## src/rtl/seventy_two_bit_pkg.sv

```systemverilog
// Shared types for the 72-bit processor fetch path: instruction and address
// widths, and the entry stored in the fetch FIFOs (instruction plus its PC).
package seventy_two_bit_pkg;

    localparam int IW = 72;
    localparam int AW = 16;

    typedef logic [IW-1:0] instr_t;
    typedef logic [AW-1:0] addr_t;

    typedef struct packed {
        instr_t instr;
        addr_t  addr;
    } fetch_entry_t;

endpackage

```

## src/rtl/seventy_two_bit_fetch_fifo.sv

```systemverilog
// Small synchronous FIFO of fetch entries with push, pop, flush and an
// occupancy count. The head entry is always presented combinationally.
// Used for both the instruction prefetch buffer and the request tag queue.
module seventy_two_bit_fetch_fifo
    import seventy_two_bit_pkg::*;
#(
    parameter int DEPTH = 4,
    localparam int PW = $clog2(DEPTH),
    localparam int CW = $clog2(DEPTH) + 1
) (
    input  logic          clk,
    input  logic          rst,
    input  logic          push,
    input  fetch_entry_t  push_data,
    input  logic          pop,
    input  logic          flush,
    output fetch_entry_t  head,
    output logic [CW-1:0] count,
    output logic          empty,
    output logic          full
);

    fetch_entry_t  mem [DEPTH];
    logic [PW-1:0] wr_ptr;
    logic [PW-1:0] rd_ptr;
    logic          do_push;
    logic          do_pop;

    assign empty   = (count == '0);
    assign full    = (count == CW'(DEPTH));
    assign do_pop  = pop && !empty;
    assign do_push = push && (!full || do_pop);
    assign head    = mem[rd_ptr];

    // Pointer and occupancy bookkeeping; flush empties the queue in one cycle
    always_ff @(posedge clk or negedge rst) begin
        if (!rst) begin
            wr_ptr <= '0;
            rd_ptr <= '0;
            count  <= '0;
        end else if (flush) begin
            wr_ptr <= '0;
            rd_ptr <= '0;
            count  <= '0;
        end else begin
            if (do_push) begin
                wr_ptr <= wr_ptr + 1'b1;
            end
            if (do_pop) begin
                rd_ptr <= rd_ptr + 1'b1;
            end
            case ({do_push, do_pop})
                2'b10:   count <= count + 1'b1;
                2'b01:   count <= count - 1'b1;
                default: count <= count;
            endcase
        end
    end

    // Entry storage, cleared on reset so the head reads as zero when idle
    always_ff @(posedge clk or negedge rst) begin
        if (!rst) begin
            for (int i = 0; i < DEPTH; i++) begin
                mem[i] <= '0;
            end
        end else if (do_push && !flush) begin
            mem[wr_ptr] <= push_data;
        end
    end

endmodule

```

## src/rtl/seventy_two_bit_fetch_unit.sv

```systemverilog
// Instruction fetch front end for the 72-bit processor. Keeps the fetch PC,
// issues in-order word requests under a credit limit so every response has a
// buffer slot, tags responses with their PC, and hands instructions to decode.
// Redirects from execute flush buffered work and drop stale responses.
// Optional macro SEVENTY_TWO_FETCH_PERF_EN adds saturating performance
// counters perf_fetched and perf_stall.
module seventy_two_bit_fetch_unit
    import seventy_two_bit_pkg::*;
#(
    parameter int            IW       = 72,
    parameter int            AW       = 16,
    parameter int            DEPTH    = 4,
    parameter logic [AW-1:0] RESET_PC = '0
) (
    input  logic          clk,
    input  logic          rst,
    output logic          imem_req_valid,
    input  logic          imem_req_ready,
    output logic [AW-1:0] imem_req_addr,
    input  logic          imem_resp_valid,
    input  logic [IW-1:0] imem_resp_data,
    input  logic          redirect_valid,
    input  logic [AW-1:0] redirect_pc,
    output logic          dec_valid,
    input  logic          dec_ready,
    output logic [IW-1:0] dec_instr,
    output logic [AW-1:0] dec_pc
`ifdef SEVENTY_TWO_FETCH_PERF_EN
    ,
    output logic [31:0]   perf_fetched,
    output logic [31:0]   perf_stall
`endif
);

    localparam int CW = $clog2(DEPTH) + 1;

    logic [AW-1:0] fetch_pc;
    logic [CW-1:0] inflight;
    logic [CW-1:0] inflight_next;
    logic [CW-1:0] drop;
    logic [CW-1:0] count;
    logic [CW-1:0] tag_count;
    logic [CW:0]   credit_used;
    logic          armed;
    logic          req_fire;
    logic          resp_keep;
    logic          dec_fire;
    logic          data_empty;
    logic          data_full;
    logic          tag_empty;
    logic          tag_full;
    fetch_entry_t  tag_in;
    fetch_entry_t  tag_head;
    fetch_entry_t  data_in;
    fetch_entry_t  data_head;
    logic          unused_status;

    assign credit_used    = {1'b0, count} + {1'b0, inflight};
    assign imem_req_valid = armed && (credit_used < (CW+1)'(DEPTH)) && !redirect_valid;
    assign imem_req_addr  = fetch_pc;
    assign req_fire       = imem_req_valid && imem_req_ready;
    assign resp_keep      = imem_resp_valid && (drop == '0) && !redirect_valid;
    assign dec_valid      = !data_empty;
    assign dec_fire       = dec_valid && dec_ready && !redirect_valid;
    assign dec_instr      = data_head.instr;
    assign dec_pc         = data_head.addr;
    assign inflight_next  = inflight + CW'(req_fire) - CW'(imem_resp_valid);

    assign tag_in.instr   = '0;
    assign tag_in.addr    = fetch_pc;
    assign data_in.instr  = imem_resp_data;
    assign data_in.addr   = tag_head.addr;

    assign unused_status  = ^{tag_head.instr, tag_count, tag_empty, tag_full, data_full};

    // Requests start one cycle after reset is released
    always_ff @(posedge clk or negedge rst) begin
        if (!rst) begin
            armed <= 1'b0;
        end else begin
            armed <= 1'b1;
        end
    end

    // Fetch PC, outstanding-request count and stale-response drop count
    always_ff @(posedge clk or negedge rst) begin
        if (!rst) begin
            fetch_pc <= RESET_PC;
            inflight <= '0;
            drop     <= '0;
        end else begin
            inflight <= inflight_next;
            if (redirect_valid) begin
                fetch_pc <= redirect_pc;
                drop     <= inflight_next;
            end else begin
                if (req_fire) begin
                    fetch_pc <= fetch_pc + 1'b1;
                end
                if (imem_resp_valid && (drop != '0)) begin
                    drop <= drop - 1'b1;
                end
            end
        end
    end

    seventy_two_bit_fetch_fifo #(.DEPTH(DEPTH)) u_tag_fifo (
        .clk       (clk),
        .rst       (rst),
        .push      (req_fire),
        .push_data (tag_in),
        .pop       (resp_keep),
        .flush     (redirect_valid),
        .head      (tag_head),
        .count     (tag_count),
        .empty     (tag_empty),
        .full      (tag_full)
    );

    seventy_two_bit_fetch_fifo #(.DEPTH(DEPTH)) u_data_fifo (
        .clk       (clk),
        .rst       (rst),
        .push      (resp_keep),
        .push_data (data_in),
        .pop       (dec_fire),
        .flush     (redirect_valid),
        .head      (data_head),
        .count     (count),
        .empty     (data_empty),
        .full      (data_full)
    );

`ifdef SEVENTY_TWO_FETCH_PERF_EN
    // Saturating counts of delivered instructions and starved decode cycles
    always_ff @(posedge clk or negedge rst) begin
        if (!rst) begin
            perf_fetched <= '0;
            perf_stall   <= '0;
        end else begin
            if (dec_fire && (perf_fetched != '1)) begin
                perf_fetched <= perf_fetched + 32'd1;
            end
            if (dec_ready && !dec_valid && !redirect_valid && (perf_stall != '1)) begin
                perf_stall <= perf_stall + 32'd1;
            end
        end
    end
`endif

endmodule

```

## config.mk

```make
export PLATFORM = sky130hd
export DESIGN_NAME = seventy_two_bit_fetch_unit
export DESIGN_NICKNAME = d
export VERILOG_FILES = /design/src/rtl/seventy_two_bit_pkg.sv /design/src/rtl/seventy_two_bit_fetch_fifo.sv /design/src/rtl/seventy_two_bit_fetch_unit.sv
export SDC_FILE = /design/constraint.sdc
export NUM_CORES = 1
export LEC_CHECK = 0
export BUFFER_PORTS_ARGS = -buffer_cell sky130_fd_sc_hd__clkbuf_2
export CORE_ASPECT_RATIO = 1.4
export CORE_MARGIN = 1
export CORE_UTILIZATION = 34
export DETAILED_ROUTE_END_ITERATION = 16
export MAX_ROUTING_LAYER = met4
export PLACE_DENSITY = 0.54
export REMOVE_ABC_BUFFERS = 1
export SLEW_MARGIN = 20
export SYNTH_ARGS = -nofsm -noshare
export SYNTH_HDL_FRONTEND = slang
export SYNTH_HIERARCHICAL = 1
export SYNTH_SLANG_ARGS = --single-unit
```

## constraint.sdc

```tcl
create_clock -name clk -period 4.3 [get_ports clk]
set_input_delay 0.43 -clock clk [delete_from_list [all_inputs] [get_ports clk]]
set_output_delay 0.43 -clock clk [all_outputs]
set_load 0.01 [all_outputs]
```

==> results of run 1 <==
-- through the flow --
stage,total power [W],std cells,area [um2]
after floorplan,0.00666,1179,20200
after global placement,0.00753,2220,22700
after detailed placement,0.00762,2220,22700
after CTS,0.0118,2301,24200
after global routing,0.0122,2301,24200
final,0.0115,2302,24200
-- cell type report --
type | count | area (um2) | area share
diodes | 1 | 2.50 | 0.000103
clock buffers | 72 | 1440 | 0.0596
clock inverters | 8 | 90.1 | 0.00372
inverters | 18 | 67.6 | 0.00279
multi-input cells | 708 | 8860 | 0.366
flip-flops and latches | 453 | 11300 | 0.469
well taps | 810 | 1010 | 0.0419
repair buffers | 232 | 1390 | 0.0576
-- path summary, 6_finish.rpt --
path	depth (start not counted)	start	end
setup / recovery	10	u_data_fifo/count[2]	u_tag_fifo/count[2]
hold / removal	3	redirect_pc[1]	imem_req_addr[1]
setup reg to reg	10	u_data_fifo/count[2]	u_tag_fifo/count[2]
min in group asynchronous	2	rst	u_data_fifo/mem[66]
max in group asynchronous	3	rst	u_data_fifo/mem[272]
hold reg to reg	1	u_data_fifo/mem[304]	u_data_fifo/mem[304]
-- sequential cells by signal, summed over array words and instances (netlist names), 3 cells and up --
register and count:
drop 3, imem_req_addr 16, inflight 3, u_data_fifo/count 3, u_data_fifo/mem 352, u_tag_fifo/count 3, u_tag_fifo/mem 64
-- placed cells by master (no fill, tap or decap), types with 7 or more instances in the layout --
cell / n
buf_4: 21
inv_1: 18
nand3_1: 12
a221o_1: 10
clkbuf_16: 49
mux4_2: 104
nand2_1: 15
mux2_4: 69
xor2_1: 7
ha_1: 15
mux2_1: 8
nor4bb_4: 7
mux2_2: 342
clkbuf_8: 13
dfrtp_1: 451
a21oi_1: 7
nor3_1: 10
clkbuf_2: 198
clkbuf_1: 10
a21o_1: 8
buf_12: 11
nor2_1: 15
-- worst max-delay path: stages (launching register included) --
cell and delay, ps:
dfrtp_1 480, ha_1 350, nor4b_4 380, nand4_4 130
inv_1 70, buf_4 270, nor2_1 100, fa_1 380
or3b_2 480, or3_1 320, a31oi_1 170
-- per-layer routing --
metal	global-route usage	up-vias
li1	-	5096
met3	0.0292	64
met1	0.202	6306
met4	0.0417	0
met5	-	-
met2	0.261	208
-- power breakdown --
part | switching (W) | internal, W
clock | 0.00165 | 0.00241
combinational | 0.00102 | 0.00126
sequential | 0.000340 | 0.00486
total | 0.00301 | 0.00853
==> run_results.csv, run 1 <==
group,metric,value,unit
global_route,grt_first_pass_wirelength,75200,um
worst_setup_path,worstPathRequired,4780,ps
global_route,grt_remaining_overflow,0,
drt,wl_met3,1980,um
worst_setup_path,crit_type,"flop to flop",
drt,wl_met1,20100,um
worst_setup_path,crit_path_start_kind,"flop",
drt,wl_per_cell,20.1,um
cells_and_area,nNetsFinal,1572,
floorplanning,die_h,294,um
cells_and_area,layout-drive-gt1-share,0.561,
sta,setup_slack,1090,ps
synthesis,syn-instance-count,1282,
sta,drv_slew,0,
cts,post_cts.repair.setup_buffers,0,
cts,clk_pin_slew,60,ps
global_route,grt_use_total,0.159,
synthesis,ys_warn_count,6,
power,leakage,11.3,nW
synthesis,synth.avg_cell_area,16.2,um2
worst_setup_path,crit_arrival,3690,ps
outcome,outcome,"complete, no violations",
floorplanning,die_w,211,um
floorplanning,fp.dieArea,62000,um2
cells_and_area,area_growth,16.7,%
cells_and_area,fill_cells,5556,
sta,relSlewSlack,0.376,
drt,drt_iter0_drc,598,
sta,final-hold-violation-count,0,
cts,cts_root_buffer,"clkbuf_16",
cells_and_area,post-route-util,0.403,
cts,cts_buffer_depth,3,
worst_setup_path,r2r_slack,1090,ps
sta,fin_skew,11.6,ps
drt,routed_wl,46200,um
cts,clk_latency,560,ps
global_route,grt_max_degree,110,
sta,grt_setup_unrepaired,"false",
worst_setup_path,crit_fanout,25,
synthesis,synth_area,20700,um2
worst_setup_path,crit_path_end_kind,"flop",
placement,io_buffers,199,
cts,cts.sinks,453,
sta,holdWs,73.8,ps
sta,setup_viol,0,
placement,dp_hpwl,28000,um
cts,numCtsBuffers,47,
floorplanning,start_util,0.345,
sta,tns,0,ps
global_route,antenna_found_initial,0,
sta,worstMarginPinSlew,936,ps
cts,h-tree-depth,2,
drt,drt_first_pass_iters,4,
drt,drt-vias-per-instance,5.07,
sta,fmax,0.311,GHz
drt,wl_met2,23300,um
global_route,grt_pass1_vias,12969,
drt,num_vias,11674,
floorplanning,io_pins,200,
placement,pre_cts_slack,1090,ps
power,p_per_area,477,nW/um2
cts,cts_hold_buffers,1,
flow_run,cap_violations,0,
power,max-vdd-ir-drop,310,uV
cts,post_cts_resized,0,
floorplanning,num_rows,106,
placement,routabilityCongestion,0.756,
drt,drc,0,
cts,cts_tree,"yes",
sta,fin_crit_sh,0.747,
floorplanning,core-area,60100,um2
sta,period_minus_slack,3210,ps
drt,highest_layer,"met4",
worst_hold_path,hold_class,"input pin to flop",
drt,ant_nets,0,
No activity file was read; power rests on OpenSTA's default activity.
==> run 2: changes to the inputs <==
Clock period 4.3 ns to 3.04 ns, I/O delays scaled along.
==> run 2 against run 1 <==
Effect of this change:
- global-route usage rose by 0.35 points
- utilization rose by 2.0 points
- sequential cell count did not move
- first-iteration DRC count fell by 11%
- largest cell class unchanged
- final area rose by 4.9%
- critical path depth did not move
- clock-buffer cell count fell by 3
- hold slack got worse by 32 ps
- sequential power rose by 41%
- largest power group unchanged
- clock power rose by 49%
- routed wire length rose by 1.6%
- sequential share of layout area fell by 2.2 points
==> run_results.csv, run 2 (same netlist as run 1, synthesis figures left out) <==
group,metric,value,unit
power,switching_share,0.259,
floorplanning,fp.dieArea,62000,um2
cells_and_area,largest_reg_flops,352,
cells_and_area,nNetsFinal,1674,
global_route,grt_remaining_overflow,0,
cells_and_area,instances_no_fill,2405,
sta,grt_setup_unrepaired,"false",
cts,clk_latency,570,ps
cells_and_area,stdcell_area,25400,um2
worst_setup_path,crit_type,"flop to flop",
worst_setup_path,crit_fanout,9,
sta,fin_crit_sh,0.939,
power,p_per_area,660,nW/um2
cts,cts.sinks,453,
drt,num_vias,11956,
cells_and_area,layout-drive-gt1-share,0.535,
global_route,antenna_found_initial,0,
worst_hold_path,hold_depth,2,
drt,drc,0,
worst_hold_path,hold_path.startpoint,"imem_resp_data[71]",
cells_and_area,regMostFlops,"u_data_fifo/mem",
sta,relSlewSlack,0.412,
cts,cts_tree,"yes",
worst_setup_path,r2r_end,"u_data_fifo/count[2]",
cells_and_area,final_cell_mix,"451 x dfrtp_1, 342 x mux2_2, 198 x clkbuf_2",
worst_setup_path,worstPathRequired,3510,ps
sta,setup_slack,186,ps
worst_setup_path,crit_path_start_kind,"flop",
power,seqPwrFrac,0.439,
global_route,grt_max_degree,99,
cts,clk_pin_slew,60,ps
placement,pre_cts_slack,211,ps
placement,dp_cells,2237,
sta,setup_viol,0,
power,max-vdd-ir-drop,382,uV
global_route,grt_pass1_vias,13351,
placement,routabilityCongestion,0.737,
floorplanning,die_w,211,um
worst_hold_path,whs_endpoint,"u_data_fifo/mem[351]",
drt,routed_wl,47000,um
cells_and_area,area_growth,22.4,%
worst_setup_path,crit_path_end_kind,"flop",
global_route,grt_use_total,0.163,
placement,dp_hpwl,29700,um
global_route,grt_first_pass_wirelength,77000,um
cells_and_area,post-route-util,0.423,
placement,place_area,22900,um2
cts,numCtsBuffers,49,
power,power_frac_clock,0.361,
sta,final-hold-violation-count,0,
worst_setup_path,r2r_cells,10,
floorplanning,die_h,294,um
worst_setup_path,crit_arrival,3330,ps
cts,post_cts.repair.setup_buffers,0,
cells_and_area,final_common_cell,"dfrtp_1",
sta,drv_slew,0,
sta,tns,0,ps
cells_and_area,n_antenna_cell,0,
drt,drt-vias-per-instance,4.97,
floorplanning,num_rows,106,
cts,h-tree-depth,2,
flow_run,cap_violations,0,
floorplanning,start_util,0.345,
sta,fin_skew,13.0,ps
cts,cts_root_buffer,"clkbuf_16",
worst_setup_path,r2r_slack,190,ps
sta,fmax,0.350,GHz
power,internal-power,0.0124,W
sta,worstMarginPinSlew,882,ps
drt,ant_nets,0,
placement,io_buffers,199,
worst_setup_path,r2r-start,"u_data_fifo/count[1]",
floorplanning,core-area,60100,um2
power,combPwrFrac,0.200,
sta,period_minus_slack,2850,ps
floorplanning,io_pins,200,
cts,post_cts_resized,0,
power,leakage,11.8,nW
outcome,outcome,"complete, no violations",
drt,wl_per_cell,19.5,um
cts,cts_buffer_depth,3,
power,switching_power,0.00434,W
drt,drt_iter0_drc,532,
drt,drt_first_pass_iters,4,
worst_hold_path,hold_class,"input pin to flop",
## run 2: cell count changes in the layout (fill, tap and decap cells not counted)
cell           delta
dlygate4sd3_1    +83
buf_12           +11
clkbuf_8          -8
buf_4             +6
bufinv_16         +4
clkbuf_1          +3
clkbuf_16         +2
clkinvlp_4        +2
diode_2           -1
inv_6             +1
## run 2: layout make-up
cell class | count | area (um2)
flip-flops and latches | 453 | 11300
clock buffers | 69 | 1390
inverters | 18 | 67.6
well taps | 810 | 1010
repair buffers | 332 | 2490
clock inverters | 15 | 234
fillers | 5446 | 34700
multi-input cells | 708 | 8860
## run 2: through the flow
| step | total power [W] | hold WS [ps] |
|---|---|---|
| 2_1_floorplan | 0.00942 | 8.41 |
| 3_3_place_gp | 0.0107 | 449 |
| 3_5_place_dp | 0.0108 | 457 |
| 4_1_cts | 0.0171 | 0.520 |
| 5_1_grt | 0.0177 | 7.92 |
| 6_report | 0.0168 | 41.9 |
## run 2: how the worst max path moves through the flow
| stage | depth (start not counted) | start | endpoint | slack, ps |
|---|---|---|---|---|
| 2_1_floorplan | 6 | drop[0] | u_data_fifo/mem[0] | -9750 |
| 6_report | 10 | u_data_fifo/count[1] | u_data_fifo/count[2] | 190 |
| 3_5_place_dp | 9 | inflight[2] | u_tag_fifo/count[2] | 210 |
| 5_1_grt | 9 | inflight[1] | u_tag_fifo/count[2] | 30 |
| 3_3_place_gp | 9 | inflight[2] | u_tag_fifo/count[2] | 210 |
| 4_1_cts | 9 | inflight[2] | u_tag_fifo/count[2] | 190 |
## run 2: power by group through the flow
stage | Sequential [W] | Combinational, W | Clock, W
after global placement | 0.00741 | 0.00328 | 0
final | 0.00735 | 0.00336 | 0.00605
after CTS | 0.00736 | 0.00345 | 0.00630
after global routing | 0.00747 | 0.00367 | 0.00655
after detailed placement | 0.00746 | 0.00335 | 0
after floorplan | 0.00730 | 0.00212 | 0
## run 2: critical path, cell delays in order, from the launching register on
cell,delay [ps]
dfrtp_1,390
buf_4,180
nor3_1,230
inv_1,100
and3_1,250
o31ai_1,140
nor2_1,90
fa_1,400
or3b_2,480
or3_1,320
a31oi_1,190
## run 2: per-layer routing
layer | up-vias | routed length (um) | global-route usage
li1 | 5300 | - | -
met1 | 6382 | 20300 | 0.198
met2 | 206 | 24100 | 0.279
met3 | 68 | 1730 | 0.0286
met4 | 0 | 847 | 0.0375
met5 | - | 0 | -
## run 2: repair_timing
action	CTS	global route
endpoints found under the hold margin	353	0
setup endpoints to repair	0	1
hold buffers	84	0
